File: src/rtl/tx_burst_sched.sv
// tx_burst_sched: frames a TX burst as preamble, payload and guard I/Q phases through one output register.
// Optional statistics ports are compiled in with `define TX_BURST_SCHED_STATS_EN.
module tx_burst_sched #(
  parameter int                        DATA_W  = 16,
  parameter int                        LEN_W   = 12,
  parameter logic signed [DATA_W-1:0]  PRE_AMP = 16'sd8192
) (
  input  logic                     clk,
  input  logic                     reset_n,
  input  logic                     start,
  input  logic                     abort,
  input  logic [LEN_W-1:0]         pre_len,
  input  logic [LEN_W-1:0]         pay_len,
  input  logic [LEN_W-1:0]         guard_len,
  input  logic signed [DATA_W-1:0] in_i,
  input  logic signed [DATA_W-1:0] in_q,
  input  logic                     in_valid,
  output logic                     in_ready,
  output logic signed [DATA_W-1:0] dout_i,
  output logic signed [DATA_W-1:0] dout_q,
  output logic                     dout_valid,
  input  logic                     dout_ready,
  output logic                     busy,
  output logic                     done,
  output logic                     underflow
`ifdef TX_BURST_SCHED_STATS_EN
  ,
  output logic [31:0]              sent_cnt,
  output logic [15:0]              uflow_cnt
`endif
);

  typedef enum logic [2:0] {S_IDLE, S_PRE, S_PAY, S_GUARD, S_DRAIN} state_t;

  state_t                     state_q, state_d, next_phase;
  logic [LEN_W-1:0]           cnt_q, cnt_d;
  logic [LEN_W-1:0]           pre_len_q, pre_len_d;
  logic [LEN_W-1:0]           pay_len_q, pay_len_d;
  logic [LEN_W-1:0]           guard_len_q, guard_len_d;
  logic                       sign_q, sign_d;
  logic signed [DATA_W-1:0]   dout_i_q, dout_i_d;
  logic signed [DATA_W-1:0]   dout_q_q, dout_q_d;
  logic                       dout_valid_q, dout_valid_d;
  logic                       busy_q, busy_d;
  logic                       done_q, done_d;
  logic                       underflow_q, underflow_d;
  logic                       load_en;

  // First phase with a non-zero length among the remaining ones; DRAIN if none.
  function automatic state_t pick_phase(input logic [LEN_W-1:0] p,
                                        input logic [LEN_W-1:0] y,
                                        input logic [LEN_W-1:0] g);
    state_t s;
    s = S_DRAIN;
    if (g != '0) s = S_GUARD;
    if (y != '0) s = S_PAY;
    if (p != '0) s = S_PRE;
    return s;
  endfunction

  function automatic logic [LEN_W-1:0] phase_len(input state_t s,
                                                 input logic [LEN_W-1:0] p,
                                                 input logic [LEN_W-1:0] y,
                                                 input logic [LEN_W-1:0] g);
    logic [LEN_W-1:0] l;
    case (s)
      S_PRE:   l = p;
      S_PAY:   l = y;
      S_GUARD: l = g;
      default: l = '0;
    endcase
    return l;
  endfunction

  always_comb begin
    load_en      = !dout_valid_q || dout_ready;
    in_ready     = (state_q == S_PAY) && load_en;
    state_d      = state_q;
    next_phase   = S_DRAIN;
    cnt_d        = cnt_q;
    pre_len_d    = pre_len_q;
    pay_len_d    = pay_len_q;
    guard_len_d  = guard_len_q;
    sign_d       = sign_q;
    dout_i_d     = dout_i_q;
    dout_q_d     = dout_q_q;
    // A sample taken downstream empties the register unless a new one loads below.
    dout_valid_d = dout_valid_q && !dout_ready;
    done_d       = 1'b0;
    underflow_d  = 1'b0;

    if (abort && (state_q != S_IDLE)) begin
      state_d      = S_IDLE;
      cnt_d        = '0;
      dout_valid_d = 1'b0;
    end else begin
      case (state_q)
        S_IDLE: begin
          if (start && !abort) begin
            pre_len_d   = pre_len;
            pay_len_d   = pay_len;
            guard_len_d = guard_len;
            next_phase  = pick_phase(pre_len, pay_len, guard_len);
            state_d     = next_phase;
            cnt_d       = phase_len(next_phase, pre_len, pay_len, guard_len);
            sign_d      = 1'b0;
          end
        end
        S_PRE: begin
          if (load_en) begin
            dout_i_d     = sign_q ? -PRE_AMP : PRE_AMP;
            dout_q_d     = '0;
            dout_valid_d = 1'b1;
            sign_d       = !sign_q;
            cnt_d        = cnt_q - LEN_W'(1);
            if (cnt_q == LEN_W'(1)) begin
              next_phase = pick_phase('0, pay_len_q, guard_len_q);
              state_d    = next_phase;
              cnt_d      = phase_len(next_phase, '0, pay_len_q, guard_len_q);
            end
          end
        end
        S_PAY: begin
          if (load_en) begin
            if (in_valid) begin
              dout_i_d     = in_i;
              dout_q_d     = in_q;
              dout_valid_d = 1'b1;
              cnt_d        = cnt_q - LEN_W'(1);
              if (cnt_q == LEN_W'(1)) begin
                next_phase = pick_phase('0, '0, guard_len_q);
                state_d    = next_phase;
                cnt_d      = phase_len(next_phase, '0, '0, guard_len_q);
              end
            end else begin
              // Starved: report it and leave a bubble rather than inventing a sample.
              underflow_d  = 1'b1;
              dout_valid_d = 1'b0;
            end
          end
        end
        S_GUARD: begin
          if (load_en) begin
            dout_i_d     = '0;
            dout_q_d     = '0;
            dout_valid_d = 1'b1;
            cnt_d        = cnt_q - LEN_W'(1);
            if (cnt_q == LEN_W'(1)) begin
              state_d = S_DRAIN;
              cnt_d   = '0;
            end
          end
        end
        S_DRAIN: begin
          if (load_en) begin
            state_d = S_IDLE;
            done_d  = 1'b1;
          end
        end
        default: state_d = S_IDLE;
      endcase
    end

    busy_d = (state_d != S_IDLE);
  end

  always_ff @(posedge clk or negedge reset_n) begin
    if (!reset_n) begin
      state_q      <= S_IDLE;
      cnt_q        <= '0;
      pre_len_q    <= '0;
      pay_len_q    <= '0;
      guard_len_q  <= '0;
      sign_q       <= 1'b0;
      dout_i_q     <= '0;
      dout_q_q     <= '0;
      dout_valid_q <= 1'b0;
      busy_q       <= 1'b0;
      done_q       <= 1'b0;
      underflow_q  <= 1'b0;
    end else begin
      state_q      <= state_d;
      cnt_q        <= cnt_d;
      pre_len_q    <= pre_len_d;
      pay_len_q    <= pay_len_d;
      guard_len_q  <= guard_len_d;
      sign_q       <= sign_d;
      dout_i_q     <= dout_i_d;
      dout_q_q     <= dout_q_d;
      dout_valid_q <= dout_valid_d;
      busy_q       <= busy_d;
      done_q       <= done_d;
      underflow_q  <= underflow_d;
    end
  end

  assign dout_i     = dout_i_q;
  assign dout_q     = dout_q_q;
  assign dout_valid = dout_valid_q;
  assign busy       = busy_q;
  assign done       = done_q;
  assign underflow  = underflow_q;

`ifdef TX_BURST_SCHED_STATS_EN
  logic [31:0] sent_cnt_q, sent_cnt_d;
  logic [15:0] uflow_cnt_q, uflow_cnt_d;

  always_comb begin
    sent_cnt_d  = sent_cnt_q + 32'(dout_valid_q && dout_ready);
    uflow_cnt_d = uflow_cnt_q;
    if (underflow_d && (uflow_cnt_q != 16'hFFFF)) uflow_cnt_d = uflow_cnt_q + 16'd1;
  end

  always_ff @(posedge clk or negedge reset_n) begin
    if (!reset_n) begin
      sent_cnt_q  <= '0;
      uflow_cnt_q <= '0;
    end else begin
      sent_cnt_q  <= sent_cnt_d;
      uflow_cnt_q <= uflow_cnt_d;
    end
  end

  assign sent_cnt  = sent_cnt_q;
  assign uflow_cnt = uflow_cnt_q;
`endif

endmodule

File: config.mk
export PLATFORM = sky130hd
export DESIGN_NAME = tx_burst_sched
export DESIGN_NICKNAME = d
export VERILOG_FILES = /design/src/rtl/tx_burst_sched.sv
export SDC_FILE = /design/constraint.sdc
export NUM_CORES = 1
export LEC_CHECK = 0
export CORE_MARGIN = 1
export CORE_UTILIZATION = 44
export DETAILED_ROUTE_END_ITERATION = 10
export PLACE_DENSITY = 0.85
export SETUP_SLACK_MARGIN = 0.2
export SLEW_MARGIN = 0
export SYNTH_ARGS = -nofsm -noshare
export SYNTH_HDL_FRONTEND = slang
export SYNTH_SLANG_ARGS = --single-unit
export TNS_END_PERCENT = 1
File: constraint.sdc
create_clock -name clk -period 2.2 [get_ports clk]
set_input_delay 0.22 -clock clk [delete_from_list [all_inputs] [get_ports clk]]
set_output_delay 0.22 -clock clk [all_outputs]
set_load 0.1 [all_outputs]
==> impl_metrics.toml <==
[timing]
period_needed_ns = 2.44
whs_ns = 0.306
finalSetupTns_ns = -0.682
skew_ns = 0.0133
fmax_mhz = 410
relSlewSlack_pct = 69.4
fin_ws_ns = -0.238
period_share_pct = 111
worst_pin_slew_ns = 0.459
rsz0062_at_grt = "true"
drv_slew = 0
setup_viol = 10
finalHoldViolCount = 0

[logic_synthesis]
yosysUniqueCellTypes = 49
mappedNetlistNets = 509
syn_avg_cell_area_um2 = 9.19
netlist_area_mm2 = 0.00398
ys.flop_type = "dfrtp_1"
synthArstFlopShare_pct = 100
synth_top_area_share_pct = 47.8
yosysTopAreaCell = "dfrtp_1"
synth_edf_count = 0
yosysWarnings = 0
ys_top_cells_by_area = "dfrtp_1 48%, nand2_1 7.1%, mux2_2 6.8%"
synthCells = 433
synth-seq-cells = 76
ys_seq_area_share_pct = 47.8

[place]
dp_hpwl_um = 9030
dp_slack_ns = -0.136
place_area_mm2 = 0.00552
gp_congestion = 1.02
dp_cells = 682
portBuffers = 110

[detailed_routing]
wl_um = 11900
drt-initial-drc-count = 318
via_count = 4078
wire_per_inst_um = 17.0
drtAntennaViolNets = 0
viasPerCell = 5.81
drc = 0
dr.pass1.iters = 5

[floorplanning]
boundaryPins = 111
rows = 34
core_area_mm2 = 0.00872
start_util_pct = 45.6
die_y_um = 97.1
die_area_mm2 = 0.00943
dieWidth_um = 97.1

[power]
power_mw = 9.22
ir_drop_mv = 0.762
intPower_mw = 4.38
swShare_pct = 52.5
power_density_mw_per_mm2 = 1590
combPwrFrac_pct = 59.5
p_leak_nw = 2.65
p_seq_share_pct = 26.9
power.switching_mw = 4.84
p_clk_share_pct = 13.6

[cts]
cts.reportedPaths.clkPinSlew_ns = 0.09
htreeDepth = 3
clock_sinks = 76
cts_tree = "yes"
cts_root_buf = "clkbuf_8"
numCtsBuffers = 9
clockBufferDepth = 2
clock_latency_ns = 0.37

[final_layout]
diodes = 0
final_common_cell = "buf_4"
final_cell_mix = "92 x buf_4, 75 x nand2_1, 75 x dfrtp_1"
nets = 665
drive_gt1_share_pct = 25.8
fin_util_pct = 66.6
layout-area-overhead-vs-synth_pct = 46.0
final_cells = 702
design_area_mm2 = 0.00581
regArea_mm2 = 0.00190
multi_input_area_mm2 = 0.00201
fillCellCount = 663

[run_status]
status = "finished, violations left"
violations = "setup timing"

[setup_path]
arrival_ns = 2.68
path_max_fanout = 4
r2r-start = "cnt_q[5]"
cp-start-kind = "register"
cp-end-kind = "register"
ff2ff_setup_slack_ns = -0.24
cp.required_ns = 2.44
critical_path_class = "register to register"
worst_setup_path_startpoint = "cnt_q[5]"

[global_route]
grt_max_degree = 49
grt_first_pass_wirelength_um = 19400
grt_util_all_layers_pct = 25.7
antenna_found_initial = 0
grt_overflow = 0
grt_pass1_vias = 3937

[hold_path]
min_path_type = "input pin to async pin"

[flow_run]
max_cap_viol_count = 0
power by group through the flow:
stage | clock network (mW) | registers, mW | logic (mW)
2_1_floorplan | 0 | 4.39 | 1.84
3_3_place_gp | 0 | 2.46 | 5.28
3_5_place_dp | 0 | 2.49 | 5.39
4_1_cts | 1.27 | 2.46 | 5.43
5_1_grt | 1.32 | 2.54 | 5.77
6_report | 1.26 | 2.48 | 5.48
repair_timing:
item	in CTS	in global routing
pin swaps	4	1
resized for setup	4	5
endpoints found under the hold margin	28	0
endpoints found under the setup margin	15	16
gates cloned	0	0
buffers inserted	2	1
hold buffers	1	0
per-layer routing:
layer / track usage, % / up-vias / wire length (µm)
met1: 33.6 / 1944 / 4990
met3: 4.60 / 36 / 815
met4: 12.9 / 0 / 403
li1: - / 1906 / -
met5: 0 / - / 0
met2: 41.1 / 192 / 5710
critical path, cell delays in order, from the launching register on:
cell and delay (ns):
dfrtp_1 0.38, or4_4 0.56, nor4_4 0.32, nand2_1 0.14
mux2_4 0.28, a211o_1 0.29, or3_4 0.34
synthesized netlist by cell type, types with 2 or more instances:
| cell type | count |
|---|---|
| dfrtp_1 | 76 |
| ha_1 | 2 |
| o21ai_0 | 17 |
| mux2_2 | 24 |
| nor2_1 | 35 |
| a22o_1 | 2 |
| or2_2 | 3 |
| xnor2_1 | 3 |
| a221o_1 | 10 |
| a221oi_1 | 6 |
| o21a_1 | 3 |
| and2_1 | 2 |
| and3_1 | 3 |
| nor2b_1 | 4 |
| inv_1 | 5 |
| nand2b_1 | 5 |
| a32oi_1 | 2 |
| nand3_1 | 36 |
| nand3b_1 | 2 |
| nand2_1 | 75 |
| a32o_1 | 8 |
| a31oi_1 | 4 |
| a21oi_1 | 27 |
| nor3_1 | 7 |
| xor2_1 | 3 |
| clkbuf_1 | 24 |
| nor4_1 | 20 |
| nand4_1 | 4 |
final timing paths:
kind	end	cells past startpoint
max	busy	6
min	guard_len_q[3]	2
max reg2reg	busy	6
min reg2reg	dout_q[8]	2
max in group asynchronous	dout_q[3]	3
min in group clk	dout_i[3]	3
cell type report:
type | instances | share of cell area [%]
Clock inverter | 7 | 1.81
Inverter | 5 | 0.323
Tap cell | 108 | 2.33
Timing Repair Buffer | 170 | 26.0
Sequential cell | 76 | 32.7
Clock buffer | 9 | 2.13
Multi-Input combinational cell | 327 | 34.6
state kept, by name, summed over array words and instances, names as in the netlist:
signal,flops
busy,1
cnt_q,12
done,1
dout_i,16
dout_q,16
dout_valid,1
guard_len_q,12
pay_len_q,12
sign_q,1
state_q,3
underflow,1
logic make-up (layout without fill, tap and decap cells):
kind of cell / count (synthesis) / count (layout) / share of synthesized area [%]
AOI/OAI and AO/OA: 88 / 88 / 15.3
xor gates and xnor gates: 6 / 6 / 1.32
adders and majority gates: 2 / 2 / 0.629
buffers and inverters: 30 / 191 / 2.83
DFF: 76 / 76 / 47.8
muxes: 25 / 25 / 7.04
and+or+nand+nor: 206 / 206 / 25.1
Power figures use the tool's default switching activity.
